File: config.mk
export PLATFORM = sky130hd
export DESIGN_NAME = simon_seq_datapath
export DESIGN_NICKNAME = d
export VERILOG_FILES = /design/src/rtl/simon_pkg.sv /design/src/rtl/simon_pattern_mem.sv /design/src/rtl/simon_seq_datapath.sv
export SDC_FILE = /design/constraint.sdc
export NUM_CORES = 1
export LEC_CHECK = 0
export CAP_MARGIN = 20
export CELL_PAD_IN_SITES_DETAIL_PLACEMENT = 0
export CELL_PAD_IN_SITES_GLOBAL_PLACEMENT = 1
export CORE_MARGIN = 10
export CORE_UTILIZATION = 50
export DETAILED_ROUTE_END_ITERATION = 10
export GPL_TIMING_DRIVEN = 0
export PLACE_DENSITY = 0.72
export SLEW_MARGIN = 20
export SYNTH_ARGS = -nofsm -noshare
export SYNTH_HDL_FRONTEND = slang
export SYNTH_SLANG_ARGS = --single-unit
File: constraint.sdc
create_clock -name clk_i -period 7.34 [get_ports clk_i]
set_input_delay 1.468 -clock clk_i [delete_from_list [all_inputs] [get_ports clk_i]]
set_output_delay 1.468 -clock clk_i [all_outputs]
set_load 0.005 [all_outputs]
File: src/rtl/simon_pkg.sv
// simon_pkg
// Shared encodings for the Simon datapath and its controller FSM:
//   - display_choice encodings (LED source select)
//   - playback sequencer state enum
package simon_pkg;

    // display_choice: which source drives pattern_leds
    localparam logic [1:0] DISP_INPUT    = 2'd0;  // live switch input
    localparam logic [1:0] DISP_PLAYBACK = 2'd1;  // stored entry while playing
    localparam logic [1:0] DISP_REPEAT   = 2'd2;  // live switch input during repeat
    localparam logic [1:0] DISP_DONE     = 2'd3;  // all LEDs lit

    typedef enum logic [1:0] {
        PLAY_IDLE = 2'd0,
        PLAY_SHOW = 2'd1,
        PLAY_END  = 2'd2
    } play_state_t;

endpackage

File: src/rtl/simon_pattern_mem.sv
// simon_pattern_mem
// DEPTH x WIDTH flop array holding the player-entered sequence.
// Synchronous write port, combinational read port, contents not reset.
// Ports:
//   clk_i      clock
//   wr_en_i    write strobe
//   wr_addr_i  write address
//   wr_data_i  write data
//   rd_addr_i  read address
//   rd_data_o  read data (combinational)
module simon_pattern_mem
    import simon_pkg::*;
#(
    parameter  int WIDTH = 4,
    parameter  int DEPTH = 64,
    localparam int AW    = $clog2(DEPTH)
) (
    input  logic             clk_i,
    input  logic             wr_en_i,
    input  logic [AW-1:0]    wr_addr_i,
    input  logic [WIDTH-1:0] wr_data_i,
    input  logic [AW-1:0]    rd_addr_i,
    output logic [WIDTH-1:0] rd_data_o
);

    logic [WIDTH-1:0] mem_q [DEPTH];

    always_ff @(posedge clk_i) begin
        if (wr_en_i) begin
            mem_q[wr_addr_i] <= wr_data_i;
        end
    end

    assign rd_data_o = mem_q[rd_addr_i];

endmodule

File: src/rtl/simon_seq_datapath.sv
// simon_seq_datapath
// Simon-game datapath: pattern storage, validity check against the latched
// difficulty level, repeat-phase comparison, LED drive and an autonomous
// playback sequencer that shows each stored entry for HOLD cycles.
// Optional feature macro: SIMON_DP_SCORE_EN adds best_score_o, the highest
// count seen since reset (survives seq_clear).
// Ports:
//   clk_i, rst_i            clock, async active-high reset
//   level_i/level_enable_i  difficulty (0 easy, 1 hard) and its load strobe
//   pattern_i               player switches
//   write_enable_i          append pattern_i to memory
//   seq_clear_i             clear count and current index
//   current_rst_i           clear current index
//   current_enable_i        advance current index (wraps at count-1)
//   display_choice_i        LED source select (simon_pkg DISP_*)
//   play_start_i            start playback pulse
//   pattern_leds_o          LED drive
//   pattern_valid_o         pattern legal at latched level
//   pattern_same_o          pattern matches mem[current]
//   seen_all_o              current is the last stored entry
//   mem_full_o              count == DEPTH
//   playing_o, play_done_o  sequencer active / end-of-playback pulse
//   count_o                 number of stored entries
//
// state     | meaning
// PLAY_IDLE | controller owns current index and writes
// PLAY_SHOW | showing mem[current], hold counts cycles per entry
// PLAY_END  | one-cycle play_done, rewind current to 0
module simon_seq_datapath
    import simon_pkg::*;
#(
    parameter  int WIDTH = 4,
    parameter  int DEPTH = 64,
    parameter  int HOLD  = 4,
    localparam int CW    = $clog2(DEPTH + 1)
) (
    input  logic             clk_i,
    input  logic             rst_i,
    input  logic             level_i,
    input  logic             level_enable_i,
    input  logic [WIDTH-1:0] pattern_i,
    input  logic             write_enable_i,
    input  logic             seq_clear_i,
    input  logic             current_rst_i,
    input  logic             current_enable_i,
    input  logic [1:0]       display_choice_i,
    input  logic             play_start_i,
    output logic [WIDTH-1:0] pattern_leds_o,
    output logic             pattern_valid_o,
    output logic             pattern_same_o,
    output logic             seen_all_o,
    output logic             mem_full_o,
    output logic             playing_o,
    output logic             play_done_o,
`ifdef SIMON_DP_SCORE_EN
    output logic [CW-1:0]    best_score_o,
`endif
    output logic [CW-1:0]    count_o
);

    localparam int IW = $clog2(DEPTH);
    localparam int HW = $clog2(HOLD + 1);
    localparam logic [CW-1:0] DEPTH_C   = CW'(DEPTH);
    localparam logic [HW-1:0] HOLD_LAST = HW'(HOLD - 1);

    play_state_t      state_q;
    logic             level_q;
    logic [CW-1:0]    count_q;
    logic [IW-1:0]    current_q;
    logic [HW-1:0]    hold_q;
    logic             playing_q;
    logic             play_done_q;

    logic [WIDTH-1:0] rd_data;
    logic [CW-1:0]    cur_ext;
    logic             at_last;
    logic [IW-1:0]    cur_next;
    logic             wr_ok;

    assign cur_ext  = CW'(current_q);
    assign at_last  = (count_q != '0) && (cur_ext == count_q - CW'(1));
    assign cur_next = at_last ? '0 : current_q + IW'(1);

    assign pattern_valid_o = level_q ? (|pattern_i) : ($countones(pattern_i) == 1);
    assign mem_full_o      = (count_q == DEPTH_C);
    assign pattern_same_o  = (pattern_i == rd_data) && (count_q != '0);
    assign seen_all_o      = at_last;
    assign playing_o       = playing_q;
    assign play_done_o     = play_done_q;
    assign count_o         = count_q;

    // seq_clear wins over a same-cycle write, so nothing lands in memory
    assign wr_ok = write_enable_i & pattern_valid_o & ~mem_full_o
                   & ~playing_q & ~seq_clear_i;

    simon_pattern_mem #(
        .WIDTH (WIDTH),
        .DEPTH (DEPTH)
    ) u_mem (
        .clk_i     (clk_i),
        .wr_en_i   (wr_ok),
        .wr_addr_i (count_q[IW-1:0]),
        .wr_data_i (pattern_i),
        .rd_addr_i (current_q),
        .rd_data_o (rd_data)
    );

    always_ff @(posedge clk_i or posedge rst_i) begin
        if (rst_i) begin
            level_q <= 1'b0;
        end else if (level_enable_i) begin
            level_q <= level_i;
        end
    end

    always_ff @(posedge clk_i or posedge rst_i) begin
        if (rst_i) begin
            state_q     <= PLAY_IDLE;
            count_q     <= '0;
            current_q   <= '0;
            hold_q      <= '0;
            playing_q   <= 1'b0;
            play_done_q <= 1'b0;
        end else begin
            play_done_q <= 1'b0;
            if (seq_clear_i) begin
                // also aborts playback silently
                state_q   <= PLAY_IDLE;
                count_q   <= '0;
                current_q <= '0;
                hold_q    <= '0;
                playing_q <= 1'b0;
            end else begin
                case (state_q)
                    PLAY_IDLE: begin
                        if (wr_ok) begin
                            count_q <= count_q + CW'(1);
                        end
                        if (play_start_i) begin
                            if (count_q != '0) begin
                                state_q   <= PLAY_SHOW;
                                playing_q <= 1'b1;
                                current_q <= '0;
                                hold_q    <= '0;
                            end else begin
                                state_q     <= PLAY_END;
                                play_done_q <= 1'b1;
                            end
                        end else if (current_rst_i) begin
                            current_q <= '0;
                        end else if (current_enable_i) begin
                            current_q <= (count_q == '0) ? '0 : cur_next;
                        end
                    end
                    PLAY_SHOW: begin
                        if (hold_q == HOLD_LAST) begin
                            hold_q <= '0;
                            if (at_last) begin
                                state_q     <= PLAY_END;
                                playing_q   <= 1'b0;
                                play_done_q <= 1'b1;
                            end else begin
                                current_q <= cur_next;
                            end
                        end else begin
                            hold_q <= hold_q + HW'(1);
                        end
                    end
                    PLAY_END: begin
                        // playing is already low here, so a write may land
                        if (wr_ok) begin
                            count_q <= count_q + CW'(1);
                        end
                        current_q <= '0;
                        hold_q    <= '0;
                        state_q   <= PLAY_IDLE;
                    end
                    default: begin
                        state_q <= PLAY_IDLE;
                    end
                endcase
            end
        end
    end

    always_comb begin
        pattern_leds_o = pattern_i;
        case (display_choice_i)
            DISP_INPUT:    pattern_leds_o = pattern_i;
            DISP_PLAYBACK: pattern_leds_o = playing_q ? rd_data : '0;
            DISP_REPEAT:   pattern_leds_o = pattern_i;
            DISP_DONE:     pattern_leds_o = '1;
            default:       pattern_leds_o = pattern_i;
        endcase
    end

`ifdef SIMON_DP_SCORE_EN
    logic [CW-1:0] best_score_q;
    logic [CW-1:0] best_score_d;

    assign best_score_d = (count_q > best_score_q) ? count_q : best_score_q;

    always_ff @(posedge clk_i or posedge rst_i) begin
        if (rst_i) begin
            best_score_q <= '0;
        end else begin
            best_score_q <= best_score_d;
        end
    end

    assign best_score_o = best_score_q;
`endif

endmodule

==> reports/results.ini, run 1 <==
[worst_setup_path]
worstPathRequired_ns=5.87
critPathTopFamily=buffers and inverters
worstSetupPathType=primary input to primary output
cp-end-kind=primary output
cp_data_arrival_time_ns=4.47
rr_endpoint=u_mem.mem_q[15][2]$_DFFE_PP_
critPathLaunch=pattern_i[0]
reg2reg_depth=7
r2r_start=count_o[2]$_DFFE_PP0P_
worst_setup_path_start_kind=primary input
r2r_slack_ns=3.87
crit_path_top_delay_cell=buf_2
max_stage_delay_ns=0.59
path_cells=buf_2 -> buf_16 -> inv_1 -> fa_1 -> inv_1 -> ha_1 -> ha_1 -> nor2_1 -> nand2_1 -> o21ai_0 -> clkdlybuf4s50_1
endpoint=pattern_valid_o
path_buf_inv=5
path_max_fanout=41
cp.depth=11

[route]
drt-total-wl_um=29700
ant_nets=0
drtIter0Drc=725
wl_per_cell_um=26.0
num_vias=6978
dr.pass1.iters=5
drcViolationCount=0
post_drt_via_cell_ratio=6.10

[floorplan]
rows=56
die_y_um=175
die_width_um=175
initial_core_util_pct=51.0
dieArea_sq_um=30700
fp.coreArea_sq_um=23600
io_pins=32

[yosys]
synth_compound_area_share_pct=4.79
synth_xor_area_share_pct=1.09
muxShareOfSynthArea_pct=13.9
avgSynthCellArea_sq_um=16.2
syn-num-nets=768
netlist-cell-type-count=64
synth-simple-area-share_pct=8.02
synth_async_sr_flop_share_pct=7.58
syn-cell-area_sq_um=12000
synth_edf_count=256
ys_ff_latch=277
synthCells=741
yosysWarnings=0
synth_top_family_by_area=multiplexers
synth_adder_area_share_pct=1.31
yosys_most_used_dff=edfxtp_1
ys_seq_area_share_pct=68.2

[place]
port_buffers=29
dp_hpwl_um=20000
place_ws_ns=1.19
globalplace.congestion=0.894
dpl_cell_area_sq_um=12800

[global_routing]
track_usage_pct=19.4
antenna_found_initial=0
grt_pass1_wl_um=45100
grt_pass1_vias=7141
grt.overflow.total=0
grt_max_degree=70

[power]
ir_drop_mv=0.204
p_total_w=0.00362
power.density_nw_per_um2=261
power_leakage_nw=4.43

[cts]
h-tree-depth=1
postCtsResizedCells=0
cts_buffer_depth=3
cts.sinks=277
clk_latency_ns=0.55
numCtsBuffers=29
root_buffer=clkbuf_16
clkSlewWorstSetupHoldPaths_ns=0.06
cts_setup_buffers=0
cts_tree=done
cts_hold_buf=0

[timing]
fin_ws_ns=1.40
finClkSkew_ns=0.0104
fmax_ghz=0.168
hold_viol_final=0
slew_headroom_pct=43.8
setup_viol=0
tightestPinTransition_ns=0.842
fin_hold_ws_ns=0.506
min_period_ns=5.94
fin_crit_sh_pct=80.9
rsz0062_at_grt=no
slew_viol_final=0

[final_layout]
seqCellArea_sq_um=8210
design_area_sq_um=13900
num-fill-cells=1819
syn2layout_area_growth_pct=15.2
final_layout_size_suffix_gt1_share_pct=15.8
multi_input_area_sq_um=3510
final_nets=831
antennaDiodeCount=0

[worst_hold_path]
hp-class=flip-flop to flip-flop

[outcome]
outcome=finished, final reports clean

[job]
drv_cap=0

-- how the worst min path moves through the flow --
stage	to	slack, ns	startpoint	depth (start not counted)
3_5_place_dp	hold_q[0]$_DFFE_PP0P_	0.51	hold_q[0]$_DFFE_PP0P_	1
2_1_floorplan	hold_q[0]$_DFFE_PP0P_	0.46	hold_q[0]$_DFFE_PP0P_	1
3_3_place_gp	hold_q[0]$_DFFE_PP0P_	0.47	hold_q[0]$_DFFE_PP0P_	1
5_1_grt	hold_q[0]$_DFFE_PP0P_	0.55	hold_q[0]$_DFFE_PP0P_	1
6_report	hold_q[0]$_DFFE_PP0P_	0.51	hold_q[0]$_DFFE_PP0P_	1
4_1_cts	hold_q[0]$_DFFE_PP0P_	0.51	hold_q[0]$_DFFE_PP0P_	1
-- routing by layer --
metal	routed length, um	global-route usage [%]
met1	12400	26.8
met2	14000	30.8
met3	2740	3.94
met4	613	5.40
met5	0	0
-- synthesized netlist by cell type, drive strengths merged, types with 5 or more instances --
cell | instances | area [sq um]
edfxtp | 256 | 7690
nor2 | 89 | 334
mux4 | 54 | 1290
nand2 | 39 | 146
mux2i | 32 | 333
buf | 28 | 201
a21oi | 22 | 118
dfrtp | 21 | 526
inv | 20 | 75.1
nand3 | 17 | 90.1
nor2b | 13 | 81.3
o21ai | 13 | 65.1
clkbuf | 11 | 41.3
ha | 11 | 138
a211oi | 8 | 60.1
xnor2 | 8 | 70.1
nand4 | 7 | 43.8
nor3 | 7 | 40.0
o22ai | 7 | 50.1
or3 | 7 | 43.8
xor2 | 7 | 61.3
o211ai | 6 | 45.0
a31oi | 5 | 31.3
mux2 | 5 | 56.3
-- registers in the layout (all words and copies together) (netlist names) --
register,count
count_o,7
current_q,6
hold_q,3
level_q,1
play_done_o,1
playing_o,1
state_q,2
u_mem.mem_q,256
-- metrics by stage --
stage          util [%]  cells  setup TNS [ns]
3_3_place_gp       53.9   1089          -25.28
6_report           58.7   1144               0
3_5_place_dp       54.1   1092               0
5_1_grt            58.7   1144               0
4_1_cts            58.7   1144               0
2_1_floorplan         -    741               0
-- final cells by class --
class / count / share of cell area, %
Inverter: 20 / 0.541
Clock inverter: 21 / 2.56
Clock buffer: 31 / 5.29
Tap cell: 319 / 2.88
Timing Repair Buffer: 32 / 2.45
Multi-Input combinational cell: 405 / 25.3
Sequential cell: 277 / 59.2
Buffer: 39 / 1.75
-- where the power goes --
part	internal, W	total [W]	switching [W]
registers	0.00173	0.00174	0.0000103
clock network	0.00104	0.00165	0.000604
logic	0.0000930	0.000229	0.000136
total	0.00287	0.00362	0.000750
-- cells in the final DEF, fill, tap and decap left out, types with 5 or more instances in the layout --
cell             netlist  routed
nor2_1                89      89
ha_1                  11      11
bufinv_16              0       9
a211oi_1               8       8
o22ai_1                6       6
dfrtp_1               21      21
mux2_2                 5       5
clkinv_4               0       5
xor2_1                 7       7
o21ai_0               12      12
buf_2                 12      15
nor2b_1               13      13
mux4_1                19      19
nand4_1                7       7
a21oi_1               20      20
inv_1                 20      20
o211ai_1               6       6
edfxtp_1             256     256
or3_1                  7       7
clkbuf_16              0      29
a31oi_1                5       5
nand3_1               16      16
mux4_2                35      35
buf_4                  7       8
clkdlybuf4s50_1        0      25
nor3_1                 6       6
mux2i_1               31      31
xnor2_1                8       8
nand2_1               39      39
clkbuf_1              11      13
-- logic make-up after synthesis --
| logic type | Yosys count |
|---|---|
| compound gates | 85 |
| xor+xnor | 15 |
| fa+ha+maj | 12 |
| buf+inv | 59 |
| flops | 277 |
| mux | 91 |
| simple gates | 202 |
No activity file was read; power rests on OpenSTA's default activity.
==> inputs of run 2 (changes only) <==
==> constraint.sdc (replaced) <==
create_clock -name clk_i -period 5.7 [get_ports clk_i]
set_input_delay 1.14 -clock clk_i [delete_from_list [all_inputs] [get_ports clk_i]]
set_output_delay 1.14 -clock clk_i [all_outputs]
set_load 0.005 [all_outputs]
==> results of run 2 <==
Same layout as run 1 (identical final DEF). Status: finished, final reports clean.
Among the figures that moved: setup slack after placement 1.19 ns -> -0.119 ns; setup slack after layout 1.40 ns -> 0.419 ns; register-to-register setup slack 3.87 ns -> 2.23 ns; total power 0.00362 W -> 0.00466 W; worst IR drop on VDD 0.204 mV -> 0.263 mV
==> inputs of run 3 (changes only) <==
--- a/config.mk
+++ b/config.mk
@@ -10,7 +10,9 @@
 export CELL_PAD_IN_SITES_GLOBAL_PLACEMENT = 1
 export CORE_MARGIN = 10
 export CORE_UTILIZATION = 50
+export CTS_CLUSTER_SIZE = 12
 export DETAILED_ROUTE_END_ITERATION = 10
+export GPL_ROUTABILITY_DRIVEN = 0
 export GPL_TIMING_DRIVEN = 0
 export PLACE_DENSITY = 0.72
 export SLEW_MARGIN = 20
==> reports/results.ini, run 3 (synthesized netlist as in run 1, its figures left out) <==
[outcome]
outcome=finished, final reports clean

[cts]
root_buffer=clkbuf_16
clkSlewWorstSetupHoldPaths_ns=0.06
h-tree-depth=1
numCtsBuffers=29
cts_hold_buf=0
postCtsResizedCells=0
clk_latency_ns=0.54
cts.sinks=277
cts_buffer_depth=3
cts_setup_buffers=0
cts_tree=done

[worst_setup_path]
worstPathRequired_ns=4.56
cp_data_arrival_time_ns=4.16
r2r_slack_ns=2.19
cp-end-kind=primary output
worstSetupPathType=primary input to primary output
critPathLaunch=pattern_i[0]
reg2reg_depth=7
r2r_start=count_o[2]$_DFFE_PP0P_
rr_endpoint=u_mem.mem_q[39][0]$_DFFE_PP_
worst_setup_path_start_kind=primary input
path_max_fanout=41

[power]
switching_share_pct=21.5
seq_power_share_pct=53.1
p_comb_share_pct=7.0
power_leakage_nw=4.30
p_total_w=0.00423
power.density_nw_per_um2=311
clkPwrFrac_pct=40.0
ir_drop_mv=0.261
internal_power_w=0.00332
power.switching_w=0.000911

[global_routing]
grt.overflow.total=0
track_usage_pct=19.3
grt_pass1_vias=7117
antenna_found_initial=0
grt_pass1_wl_um=44900
grt_max_degree=70

[worst_hold_path]
min_to=hold_q[0]$_DFFE_PP0P_
hp-class=flip-flop to flip-flop
worstHoldStart=hold_q[0]$_DFFE_PP0P_
hold_depth=1

[timing]
fin_ws_ns=0.396
setup_tns_ns=0
finClkSkew_ns=0.00803
hold_viol_final=0
fin_crit_sh_pct=93.1
slew_headroom_pct=43.2
slew_viol_final=0
setup_viol=0
tightestPinTransition_ns=0.851
rsz0062_at_grt=no
fin_hold_ws_ns=0.508
fmax_ghz=0.189
min_period_ns=5.30

[place]
port_buffers=29
dp_hpwl_um=20000
place_ws_ns=-0.119

[route]
post_drt_via_cell_ratio=6.10
drt-total-wl_um=29700
ant_nets=0
wl_per_cell_um=26.1
drcViolationCount=0
drtIter0Drc=668
dr.pass1.iters=7
num_vias=6945

[final_layout]
num-fill-cells=1863
largest_reg_flops=256
largest-register=u_mem.mem_q
final_nets=831
final_util_pct=57.6
final_layout_size_suffix_gt1_share_pct=14.5
antennaDiodeCount=0
final_common_cell=edfxtp_1
syn2layout_area_growth_pct=13.1
final_cell_mix=edfxtp_1 (256), nor2_1 (89), nand2_1 (39), mux4_2 (35), mux2i_1 (31)

[floorplan]
initial_core_util_pct=51.0
rows=56
io_pins=32
die_y_um=175
die_width_um=175
dieArea_sq_um=30700
fp.coreArea_sq_um=23600

[job]
drv_cap=0

-- run 3: area by class of cell --
| class | count | area [sq um] | area share (%) |
|---|---|---|---|
| Inverter | 20 | 75.1 | 0.552 |
| Clock buffer | 37 | 756 | 5.55 |
| Sequential cell | 277 | 8210 | 60.3 |
| Tap cell | 319 | 399 | 2.93 |
| Buffer | 39 | 243 | 1.78 |
| Clock inverter | 9 | 76.3 | 0.561 |
| Multi-Input combinational cell | 405 | 3510 | 25.8 |
| Timing Repair Buffer | 32 | 340 | 2.50 |
-- run 3: worst max path at each step --
stage,end,depth (start not counted)
3_3_place_gp,u_mem.mem_q[7][3]$_DFFE_PP_,13
4_1_cts,pattern_valid_o,11
5_1_grt,u_mem.mem_q[15][2]$_DFFE_PP_,14
3_5_place_dp,u_mem.mem_q[15][1]$_DFFE_PP_,14
2_1_floorplan,u_mem.mem_q[62][0]$_DFFE_PP_,12
6_report,pattern_valid_o,11
-- run 3: critical path, cell delays in order --
cell and delay [ns]:
buf_2 0.59, buf_16 0.25, inv_1 0.12, fa_1 0.54, inv_1 0.04, ha_1 0.17
ha_1 0.27, nor2_1 0.12, nand2_1 0.06, o21ai_0 0.26, clkdlybuf4s50_1 0.58
-- run 3: routing by layer --
| layer | global-route usage [%] | vias up | part of all wire [%] | wire [um] |
|---|---|---|---|---|
| met5 | 0 | - | 0 | 0 |
| met4 | 5.02 | 0 | 1.9 | 570 |
| met3 | 4.66 | 38 | 9.5 | 2820 |
| met2 | 30.8 | 322 | 47 | 14000 |
| met1 | 26.2 | 3555 | 41 | 12300 |
| li1 | - | 3030 | - | - |
-- run 3: through the flow --
| step | cells | instance area (sq um) |
|---|---|---|
| finish | 1138 | 13600 |
| global route | 1138 | 13600 |
| CTS | 1138 | 13600 |
| detailed placement | 1092 | 12800 |
| global placement | 1089 | 12700 |
| floorplan | 741 | 12000 |
-- run 3: power by group through the flow --
| stage | registers [W] | clock network (W) | logic [W] |
|---|---|---|---|
| 3_5_place_dp | 0.00229 | 0 | 0.000296 |
| 5_1_grt | 0.00225 | 0.00180 | 0.000325 |
| 6_report | 0.00225 | 0.00169 | 0.000295 |
| 2_1_floorplan | 0.00228 | 0 | 0.000179 |
| 3_3_place_gp | 0.00229 | 0 | 0.000286 |
| 4_1_cts | 0.00225 | 0.00172 | 0.000296 |
